## src/rtl/secded_encoder_if.sv

```systemverilog
// Handshake and status bundle for the SECDED transmit encoder.
// The slave modport is the encoder's view; the master modport is the producer/consumer side.
interface secded_encoder_if;
  logic        in_valid;
  logic        in_ready;
  logic [7:0]  in_data;
  logic [12:0] in_errMask;
  logic        out_valid;
  logic        out_ready;
  logic [12:0] out_code;
  logic        out_injected;
  logic        count_clr;
  logic [7:0]  enc_count;

  modport slave (
    input  in_valid,
    input  in_data,
    input  in_errMask,
    input  out_ready,
    input  count_clr,
    output in_ready,
    output out_valid,
    output out_code,
    output out_injected,
    output enc_count
  );

  modport master (
    output in_valid,
    output in_data,
    output in_errMask,
    output out_ready,
    output count_clr,
    input  in_ready,
    input  out_valid,
    input  out_code,
    input  out_injected,
    input  enc_count
  );
endinterface

```

## src/rtl/secded_encoder.sv

```systemverilog
// Streaming 8-bit to 13-bit SECDED encoder with optional error injection.
// Output stage is a main register plus a one-entry skid buffer.
module secded_encoder (
  input  logic             clock,
  input  logic             reset_L,
  secded_encoder_if.slave  bus
);

  typedef enum logic [1:0] {
    ST_EMPTY = 2'd0,
    ST_ONE   = 2'd1,
    ST_FULL  = 2'd2
  } state_t;

  // Bit index equals Hamming position; bit 0 is overall even parity.
  function automatic logic [12:0] encode_word(input logic [7:0] d);
    logic [12:0] c;
    c     = 13'd0;
    c[3]  = d[0];
    c[5]  = d[1];
    c[6]  = d[2];
    c[7]  = d[3];
    c[9]  = d[4];
    c[10] = d[5];
    c[11] = d[6];
    c[12] = d[7];
    c[1]  = c[3] ^ c[5] ^ c[7] ^ c[9] ^ c[11];
    c[2]  = c[3] ^ c[6] ^ c[7] ^ c[10] ^ c[11];
    c[4]  = c[5] ^ c[6] ^ c[7] ^ c[12];
    c[8]  = c[9] ^ c[10] ^ c[11] ^ c[12];
    c[0]  = ^c[12:1];
    return c;
  endfunction

  state_t      state_r;
  state_t      state_nxt_s;
  logic [12:0] main_code_r;
  logic        main_inj_r;
  logic [12:0] skid_code_r;
  logic        skid_inj_r;
  logic [7:0]  count_r;

  logic        ready_s;
  logic        valid_s;
  logic        accept_s;
  logic        handshake_s;
  logic [12:0] new_code_s;
  logic        new_inj_s;
  logic        load_main_in_s;
  logic        load_main_skid_s;
  logic        load_skid_s;

  assign ready_s     = (state_r != ST_FULL);
  assign valid_s     = (state_r != ST_EMPTY);
  assign accept_s    = bus.in_valid & ready_s;
  assign handshake_s = valid_s & bus.out_ready;
  assign new_code_s  = encode_word(bus.in_data) ^ bus.in_errMask;
  assign new_inj_s   = |bus.in_errMask;

  assign bus.in_ready     = ready_s;
  assign bus.out_valid    = valid_s;
  assign bus.out_code     = main_code_r;
  assign bus.out_injected = main_inj_r;
  assign bus.enc_count    = count_r;

  // Skid state register.
  always_ff @(posedge clock or negedge reset_L) begin
    if (!reset_L) begin
      state_r <= ST_EMPTY;
    end else begin
      state_r <= state_nxt_s;
    end
  end

  // Next-state and register-load decode.
  always_comb begin
    state_nxt_s      = state_r;
    load_main_in_s   = 1'b0;
    load_main_skid_s = 1'b0;
    load_skid_s      = 1'b0;
    case (state_r)
      ST_EMPTY: begin
        if (accept_s) begin
          load_main_in_s = 1'b1;
          state_nxt_s    = ST_ONE;
        end else begin
          state_nxt_s    = ST_EMPTY;
        end
      end
      ST_ONE: begin
        if (handshake_s && accept_s) begin
          load_main_in_s = 1'b1;
          state_nxt_s    = ST_ONE;
        end else if (handshake_s) begin
          state_nxt_s    = ST_EMPTY;
        end else if (accept_s) begin
          load_skid_s    = 1'b1;
          state_nxt_s    = ST_FULL;
        end else begin
          state_nxt_s    = ST_ONE;
        end
      end
      ST_FULL: begin
        if (handshake_s) begin
          load_main_skid_s = 1'b1;
          state_nxt_s      = ST_ONE;
        end else begin
          state_nxt_s      = ST_FULL;
        end
      end
      default: begin
        state_nxt_s = ST_EMPTY;
      end
    endcase
  end

  // Main output register; holds steady while stalled.
  always_ff @(posedge clock or negedge reset_L) begin
    if (!reset_L) begin
      main_code_r <= 13'd0;
      main_inj_r  <= 1'b0;
    end else if (load_main_in_s) begin
      main_code_r <= new_code_s;
      main_inj_r  <= new_inj_s;
    end else if (load_main_skid_s) begin
      main_code_r <= skid_code_r;
      main_inj_r  <= skid_inj_r;
    end else begin
      main_code_r <= main_code_r;
      main_inj_r  <= main_inj_r;
    end
  end

  // Skid register catches the word accepted while main is stalled.
  always_ff @(posedge clock or negedge reset_L) begin
    if (!reset_L) begin
      skid_code_r <= 13'd0;
      skid_inj_r  <= 1'b0;
    end else if (load_skid_s) begin
      skid_code_r <= new_code_s;
      skid_inj_r  <= new_inj_s;
    end else begin
      skid_code_r <= skid_code_r;
      skid_inj_r  <= skid_inj_r;
    end
  end

  // Delivered-word counter; clear wins over a simultaneous handshake.
  always_ff @(posedge clock or negedge reset_L) begin
    if (!reset_L) begin
      count_r <= 8'd0;
    end else if (bus.count_clr) begin
      count_r <= 8'd0;
    end else if (handshake_s && (count_r != 8'hFF)) begin
      count_r <= count_r + 8'd1;
    end else begin
      count_r <= count_r;
    end
  end

endmodule
```

## src/flat_wrapper.sv

```systemverilog
// flat-port wrapper written by rule: the top's interface ports become plain ports
module secded_encoder_flat 
  (clock, reset_L, bus_in_valid, bus_in_data, bus_in_errMask, bus_out_ready, bus_count_clr, bus_in_ready, bus_out_valid, bus_out_code, bus_out_injected, bus_enc_count);
  secded_encoder_if bus_i ();
  input  logic clock;
  input  logic reset_L;
  input wire logic [$bits(bus_i.in_valid)-1:0] bus_in_valid;
  input wire logic [$bits(bus_i.in_data)-1:0] bus_in_data;
  input wire logic [$bits(bus_i.in_errMask)-1:0] bus_in_errMask;
  input wire logic [$bits(bus_i.out_ready)-1:0] bus_out_ready;
  input wire logic [$bits(bus_i.count_clr)-1:0] bus_count_clr;
  output wire logic [$bits(bus_i.in_ready)-1:0] bus_in_ready;
  output wire logic [$bits(bus_i.out_valid)-1:0] bus_out_valid;
  output wire logic [$bits(bus_i.out_code)-1:0] bus_out_code;
  output wire logic [$bits(bus_i.out_injected)-1:0] bus_out_injected;
  output wire logic [$bits(bus_i.enc_count)-1:0] bus_enc_count;
  assign bus_i.in_valid = bus_in_valid;
  assign bus_i.in_data = bus_in_data;
  assign bus_i.in_errMask = bus_in_errMask;
  assign bus_i.out_ready = bus_out_ready;
  assign bus_i.count_clr = bus_count_clr;
  assign bus_in_ready = bus_i.in_ready;
  assign bus_out_valid = bus_i.out_valid;
  assign bus_out_code = bus_i.out_code;
  assign bus_out_injected = bus_i.out_injected;
  assign bus_enc_count = bus_i.enc_count;
  secded_encoder u_core (.clock(clock), .reset_L(reset_L), .bus(bus_i));
endmodule
```

## config.mk

```make
export PLATFORM = sky130hd
export DESIGN_NAME = secded_encoder_flat
export DESIGN_NICKNAME = d
export VERILOG_FILES = /design/src/rtl/secded_encoder_if.sv /design/src/rtl/secded_encoder.sv /design/src/flat_wrapper.sv
export SDC_FILE = /design/constraint.sdc
export NUM_CORES = 1
export LEC_CHECK = 0
export ABC_AREA = 1
export CORE_MARGIN = 1.5
export CORE_UTILIZATION = 40
export CTS_CLUSTER_SIZE = 16
export DETAILED_ROUTE_END_ITERATION = 8
export DONT_BUFFER_PORTS = 1
export PLACE_DENSITY = 0.66
export REMOVE_ABC_BUFFERS = 1
export SETUP_SLACK_MARGIN = 0.02
export SLEW_MARGIN = 20
export SYNTH_ARGS = -nofsm -noshare
export SYNTH_HDL_FRONTEND = slang
export SYNTH_SLANG_ARGS = --single-unit
```

## constraint.sdc

```tcl
create_clock -name clock -period 2.2 [get_ports clock]
set_input_delay 0.66 -clock clock [delete_from_list [all_inputs] [get_ports clock]]
set_output_delay 0.66 -clock clock [all_outputs]
set_load 0.1 [all_outputs]
```

==> impl.org, run 1 <==
** Pwr
- Power spread over the standard cell area amounts to 1540 nW/um^2.
- Static power due to leakage :: 1.29 nW
- Peak supply drop :: 0.000753 V
- The completed layout was analyzed and its total power is 3.91 mW.

** Status
- Run status :: completed

** Route
- For this block, wires on met1 add up to 2220 um.
- Routed wire per std cell :: 13.4 um
- Wire segments on met3 add up to 431 um in the final route.
- In the detailed route, the total length drawn on met2 is 2290 um.
- Using the TritonRoute via totals, the vias-per-cell ratio works out to 4.99.
- Top layer in use :: met4
- Count of nets left with antenna violations after detail routing :: 0
- For this block, the initial DRC count from the detailed router was 67.
- The first TritonRoute pass finished after 4 iterations.
- Via count :: 1863
- Total routed wirelength :: 4990 um
- After detailed routing, the number of remaining DRC violations is 0.

** Die
- The floorplan step defined a die boundary enclosing 5970 um^2.
- The region available for standard cell placement spans 5200 um^2.
- In this run the core area contains 26 standard-cell rows.
- The die is 77.3 um wide.
- Floorplan die height :: 77.3 um
- 50 I/O pins were placed.
- Effective utilization at floorplan :: 0.424

** Clock tree
- Number of resized instances in the post-cts repair step :: 0
- TritonCTS clock tree :: built
- After clock tree synthesis, the flow added hold-fix buffers numbering 0.
- At the later pin of the worst-skew pair, clock insertion delay measures 290 ps.
- Sinks on Clock Net :: 38
- Cell at the root of the clock tree :: sky130_fd_sc_hd__clkbuf_8
- Postcts setup bufs :: 0
- After clock tree synthesis, the clock-pin slew on the worst setup and hold paths is 80 ps.
- No sink is reached through more buffers than the 2 on the longest clock path.
- The clock tree synthesis step divided the H-tree into 2 levels.
- The number of clock buffers added by TritonCTS is 5.

** Timing
- Worst Tran Pin Value :: 605 ps
- Pins Over Slew Limit :: 0
- Setup violations remaining at the end of the flow were counted as 0.
- Setup total negative slack on the finished layout was measured at 0 ps.
- Subtracting the final worst setup slack from the clock period gives 1950 ps.
- Final hold viol count :: 0
- In the finished design, the share of the clock period the worst path needs comes to 0.884.
- RSZ-0062 raised after global routing :: no
- Maximum clock frequency :: 0.514 GHz
- On the final layout, the worst clock skew is 7.19 ps.
- Headroom to the max-slew limit came out at 0.596.

** Setup path
- At the worst endpoint, the arrival time is 1290 ps.
- Crit path capture type :: output port
- The most critical setup path has its endpoint at bus_in_ready.
- Type of the worst setup path :: reg -> out
- Register-to-register path setup slack :: 410 ps
- Setup crit start :: u_core.state_r[1]$_DFF_PN0_
- Length in cells of the worst reg-to-reg path :: 7
- Critical path required time :: 1540 ps
- The worst setup path is launched from a register.
- The startpoint identified for the worst register-to-register timing path is u_core.state_r[0]$_DFF_PN0_.
- In this run the critical register-to-register path is captured at u_core.skid_code_r[5]$_DFFE_PN0P_.
- In this run the worst path has a maximum fanout of 4.

** Finish
- Leaving out fill and tap cells, the most frequent cells in the layout are sky130_fd_sc_hd__nand2_1, sky130_fd_sc_hd__dfrtp_1, sky130_fd_sc_hd__nand3_1.
- The filler cells instantiated in the layout total 523.
- Antenna Cells :: 0
- Most common library cell in the layout ignoring fill and taps :: sky130_fd_sc_hd__nand2_1
- Fraction of final layout cells with drive strength greater than 1 :: 0.168
- Nets :: 331
- Relative to the synthesized area, the layout overhead comes to 15.3%.

** Synth
- Fraction of post-synthesis cell area in the top cell type by area :: 0.431
- The synthesized netlist contains 26 unique library cells.
- Number of cells produced by synthesis :: 275
- The synthesized netlist occupies a cell area of 2210 um^2.
- The synthesized design contains 38 register bits.
- Proportion of synthesized chip area in sequential cells :: 0.431
- Cell type contributing the most total cell area after synthesis :: sky130_fd_sc_hd__dfrtp_1
- Avg Inst Size Synth :: 8.03 um^2
- Count of yosys warnings during synthesis :: 0
- Main area contributors after synthesis :: sky130_fd_sc_hd__dfrtp_1, sky130_fd_sc_hd__nand2_1, sky130_fd_sc_hd__nand3_1

** Place
- Port buffering added 0 buffers.
- Routability cong. :: 0.798
- Final HPWL from detailed placement :: 3820 um

** GRT
- Antenna violations before repair :: 0
- GRT Total Usage :: 0.180
- Pin count of the biggest net entering global routing :: 39
- Global-route wire length before repair :: 8550 um
- Global route total overflow :: 0
- Vias in the first global route :: 1888

** Flow run
- Maximum capacitance violations :: 0

** Hold path
- The path class of the tightest hold or removal check is in -> async.
sequential cells by signal, summed over array words and instances (netlist names):
register / cells
u_core.skid_inj_r: 1
u_core.state_r: 2
u_core.bus.enc_count: 8
u_core.skid_code_r: 13
u_core.bus.out_injected: 1
u_core.bus.out_code: 13
per-stage QoR:
stage	instances	utilization	hold WS, ps	area [um^2]	setup WS, ps
2_1_floorplan	269	-	364	2170	-82.5
3_3_place_gp	365	0.471	365	2450	255
5_1_grt	373	0.489	34.2	2540	191
3_5_place_dp	365	0.471	365	2450	188
6_report	373	0.489	48.7	2540	255
4_1_cts	373	0.489	43.6	2540	247
cell families after synthesis:
logic type / share of synthesized area
buffers and inverters: 0.0675
adder cells (fa/ha/maj): 0.0170
AND/OR/NAND/NOR: 0.308
XOR/XNOR: 0.0913
flip-flops: 0.431
AO/OA/AOI/OAI: 0.0856
worst max-delay path, stage by stage, from the launching register on:
cell	delay [ps]
sky130_fd_sc_hd__dfrtp_1	390
sky130_fd_sc_hd__inv_1	110
sky130_fd_sc_hd__nor2_1	70
sky130_fd_sc_hd__inv_2	420
how the worst min path moves through the flow:
| stage | from | endpoint | cells past startpoint |
|---|---|---|---|
| floorplan | reset_L | u_core.bus.enc_count[0]$_DFFE_PN0P_ | 0 |
| global placement | reset_L | u_core.bus.enc_count[3]$_DFFE_PN0P_ | 0 |
| detailed placement | reset_L | u_core.bus.enc_count[4]$_DFFE_PN0P_ | 0 |
| CTS | reset_L | u_core.bus.enc_count[4]$_DFFE_PN0P_ | 0 |
| global route | reset_L | u_core.bus.enc_count[0]$_DFFE_PN0P_ | 0 |
| finish | reset_L | u_core.bus.enc_count[2]$_DFFE_PN0P_ | 0 |
area by class of cell:
type	count	area (um^2)	share of cell area
clock buffer	7	86.3	0.0339
multi-input combinational	201	1110	0.435
sequential	38	951	0.374
timing repair buffer	26	195	0.0767
tap	70	87.6	0.0344
inverter	30	113	0.0442
clock inverter	1	5.00	0.00197
routing by layer:
layer	up-vias	GRT usage
met4	0	0.0582
met1	855	0.214
met3	8	0.0690
met5	-	0
li1	939	-
met2	61	0.298
where the power goes:
| part | internal (mW) | switching [mW] | total, mW |
|---|---|---|---|
| Sequential | 0.981 | 0.116 | 1.10 |
| Combinational | 0.515 | 1.80 | 2.31 |
| Clock | 0.253 | 0.249 | 0.502 |
cells in the mapped netlist:
master and n:
sky130_fd_sc_hd__nor2_8 2, sky130_fd_sc_hd__nor3_1 2, sky130_fd_sc_hd__a21oi_4 1, sky130_fd_sc_hd__nand4_1 3, sky130_fd_sc_hd__a22oi_1 5, sky130_fd_sc_hd__ha_1 3
sky130_fd_sc_hd__nor2_2 4, sky130_fd_sc_hd__o211ai_1 8, sky130_fd_sc_hd__a22oi_2 1, sky130_fd_sc_hd__nand2_1 86, sky130_fd_sc_hd__o21ai_0 9, sky130_fd_sc_hd__o21ai_2 2
sky130_fd_sc_hd__inv_2 5, sky130_fd_sc_hd__nor2_4 1, sky130_fd_sc_hd__or2_1 1, sky130_fd_sc_hd__nand3b_1 2, sky130_fd_sc_hd__nor2_1 12, sky130_fd_sc_hd__nand3_1 32
sky130_fd_sc_hd__xnor2_1 8, sky130_fd_sc_hd__inv_1 25, sky130_fd_sc_hd__buf_2 5, sky130_fd_sc_hd__xor2_1 15, sky130_fd_sc_hd__nor4_1 2, sky130_fd_sc_hd__buf_6 1
sky130_fd_sc_hd__dfrtp_1 38, sky130_fd_sc_hd__nand2_2 2
(Power assumes the default switching activity.)
==> run 2, diff against run 1 <==
ABC_CLOCK_PERIOD_IN_PS = 2200   (was default)
GPL_ROUTABILITY_DRIVEN = 0   (was default)
==> results of run 2 <==
Same layout as run 1: the final DEF is identical, and so are final timing and power.
==> run 3, diff against run 2 <==
ABC_AREA = default   (was 1)
==> run 3 against run 2 <==
First-iteration DRC count rose by 22%; worst hold slack improved by 12 ps; critical path depth fell by 1; global-route usage fell by 1.3 points; area after synthesis fell by 11%; cell area fell by 12%; register-to-register slack got worse by 130 ps; routed wire length fell by 15%; cell count fell by 27%; critical path type unchanged; largest power group is now sequential cells.
==> impl.org, run 3 <==
** Route
- Using the TritonRoute via totals, the vias-per-cell ratio works out to 5.22.
- Wires add up to 4260 um.
- For this run, design rule violations remaining after detail routing come to 0.
- The detail route stage leaves a number of antenna-violating nets equal to 0.
- In the final routed layout, each cell accounts on average for 15.5 um.
- The first detailed-routing pass took 5 iterations.
- The routed layout has 1431 vias.
- DR iter-0 viols :: 82

** Finish
- The filler cells instantiated in the layout total 472.
- Area of all sequential standard cells :: 951 um^2
- At the end of the flow, the number of nets in the layout was 235.
- Multi-input gate area :: 948 um^2
- Fraction of final layout cells with drive strength greater than 1 :: 0.135
- Commonest cells after routing, fill and taps aside :: sky130_fd_sc_hd__dfrtp_1, sky130_fd_sc_hd__nand2_1, sky130_fd_sc_hd__xnor2_1
- Once layout is complete, the utilization of the core stands at 0.473.
- 0 antenna diodes ended up in the layout.
- The library cell used most frequently in the layout, excluding fill and tap cells, is sky130_fd_sc_hd__dfrtp_1.
- Area added between synthesis and finish :: 13.7%

** Pwr
- Peak supply drop :: 0.000605 V
- Overall power consumption :: 3.69 mW
- In this run the power density over the cells is 1650 nW/um^2.
- The analysis attributes to cell leakage a power of 1.01 nW.

** GRT
- Vias in the first global route :: 1440
- The first global-routing pass estimated 6690 um of wire.
- After global routing the overflow that remains totals 0.
- Antenna violations before repair :: 0
- Pin count of the biggest net entering global routing :: 39
- Across every metal layer, demand over resource in global routing totals 0.167.

** Synth
- Commonest cells in the netlist :: sky130_fd_sc_hd__dfrtp_1, sky130_fd_sc_hd__nand2_1, sky130_fd_sc_hd__xnor2_1
- For this run, the register share of the synthesized area comes to 0.484.
- Number of register bits inferred by synthesis :: 38
- By area the synthesized netlist is led by sky130_fd_sc_hd__dfrtp_1, sky130_fd_sc_hd__xnor2_1, sky130_fd_sc_hd__a221o_1.
- Flip-flop cell with the highest count after synthesis :: sky130_fd_sc_hd__dfrtp_1
- The synthesized netlist occupies a cell area of 1960 um^2.
- The Yosys step of the flow raised 0 warnings.
- Avg Inst Size Synth :: 10.4 um^2
- Yosys mapped a number of flops with a built-in enable equal to 0.
- Number of cells produced by synthesis :: 189
- Async set or reset register ratio after synthesis :: 1.00
- In the post-synthesis netlist, the cell with the most instances is sky130_fd_sc_hd__dfrtp_1.
- Fraction of post-synthesis cell area in the top cell type by area :: 0.484
- Number of distinct library cells after synthesis :: 35
- sky130_fd_sc_hd__dfrtp_1 takes more of the synthesized area than any other cell.

** Clock tree
- After clock tree synthesis, the flow added hold-fix buffers numbering 0.
- TritonCTS clock tree :: built
- Sinks on Clock Net :: 38
- Postcts setup bufs :: 0
- H-tree levels :: 2
- The clock reaches the later pin of the worst-skew pair after 290 ps.
- The number of gates resized after CTS was 0.
- Clock transition at the registers of the reported paths :: 70 ps
- The longest clock path from root to sink contains 2 buffers.
- CTS Buf Count :: 5
- Cell at the root of the clock tree :: sky130_fd_sc_hd__clkbuf_8

** Place
- Final HPWL from detailed placement :: 3130 um
- In this run the tool buffered the top-level ports with 0 buffer cells.

** Setup path
- STA puts the critical path data required time at 1540 ps.
- Standard cell with the maximum stage delay on the critical path :: sky130_fd_sc_hd__or2_2
- Along the worst path, the maximum fanout reaches 6.
- Sort of element at the start of the critical path :: register
- Length in cells of the worst reg-to-reg path :: 8
- Register-to-register path setup slack :: 280 ps
- Traced cell by cell, the critical path runs through buf_4, or2_2.
- Type of the worst setup path :: reg -> out
- Highest cell delay on the worst timing path :: 520 ps
- The worst setup path is captured at an output port.
- STA puts the critical path data arrival time at 1360 ps.
- End of the worst register-to-register path :: u_core.bus.out_code[4]$_DFFE_PN0P_
- The startpoint identified for the worst register-to-register timing path is u_core.state_r[0]$_DFF_PN0_.

** Timing
- Worst slew margin :: 0.372
- Final hold viol count :: 0
- Setup repair after global routing left no endpoint under its margin.
- Final hold analysis gives a worst-case slack of 60.5 ps.
- Setup Skew :: 3.29 ps
- Clock period minus worst slack :: 2020 ps
- Dividing the final minimum period by the clock period gives 0.918.
- Based on the critical path, the design can be clocked at up to 0.495 GHz.
- Final setup violation count :: 0
- Pins Over Slew Limit :: 0
- At the pin with the least slew margin, the transition time is 941 ps.

** Status
- The flow ran to the end, and the final reports show no timing, DRC or antenna violations.

** Hold path
- The path class of the tightest hold or removal check is in -> async.

** Die
- In this run the count of I/O pins placed on the die edge is 50.
- Die Span X :: 73.1 um
- For this configuration, the core starts out at a cell density of 0.416.
- The die covers 5340 um^2.
- The floorplan has 25 rows.
- Measured along the y axis, the die boundary spans 73.1 um.
- The total area inside the core boundary comes to 4720 um^2.

** Flow run
- The tool flagged a number of max-cap violations equal to 0.
==> run 3: final cells by class <==
class / count / area share
repair buffers: 19 / 0.0639
flip-flops and latches: 38 / 0.426
inverters: 4 / 0.00673
multi-input cells: 138 / 0.425
clock buffers: 7 / 0.0387
clock inverters: 1 / 0.00224
well taps: 67 / 0.0376
==> run 3: worst max-delay path: cells and delay by family, from the launching register on <==
family	cells	cell delay, ps
AND/OR/NAND/NOR	1	520
buffers and inverters	1	160
flip-flops	1	390
==> run 3: worst max-delay path by stage <==
stage                                            from                             endpoint  cells after the start
after floorplan           u_core.state_r[0]$_DFF_PN0_  u_core.bus.out_code[10]$_DFFE_PN0P_                      7
after global placement                  bus_out_ready   u_core.bus.out_code[9]$_DFFE_PN0P_                      7
after detailed placement                bus_out_ready   u_core.bus.out_code[4]$_DFFE_PN0P_                      8
after CTS                 u_core.state_r[0]$_DFF_PN0_                        bus_out_valid                      2
after global routing      u_core.state_r[0]$_DFF_PN0_   u_core.bus.out_code[6]$_DFFE_PN0P_                      8
final                     u_core.state_r[0]$_DFF_PN0_                        bus_out_valid                      2
==> run 3: cell families after synthesis <==
| kind of cell | Yosys count | share of synthesized area |
|---|---|---|
| adders and majority gates | 3 | 0.0191 |
| muxes | 4 | 0.0204 |
| AOI/OAI and AO/OA | 37 | 0.136 |
| and+or+nand+nor | 64 | 0.153 |
| buffers and inverters | 13 | 0.0325 |
| xor gates and xnor gates | 30 | 0.155 |
| DFF | 38 | 0.484 |
==> run 3: routing by layer <==
layer | global-route usage | wire length, um | vias to the layer above
li1 | - | - | 696
met1 | 0.224 | 2020 | 668
met2 | 0.242 | 1790 | 55
met3 | 0.0552 | 341 | 12
met4 | 0.0797 | 99 | 0
met5 | 0 | 0 | -
==> run 3: report_power, final <==
part           internal, mW  switching, mW
Sequential            0.959          0.906
Clock                 0.253          0.241
Combinational         0.464          0.865
==> run 3: through the flow <==
stage | setup TNS, ps | cells | instance area, um^2 | setup slack [ps]
floorplan | -9330 | 180 | 1910 | -479
global placement | 0 | 266 | 2140 | 217
detailed placement | 0 | 266 | 2140 | 159
CTS | 0 | 274 | 2230 | 175
global route | 0 | 274 | 2230 | 54.0
finish | 0 | 274 | 2230 | 180
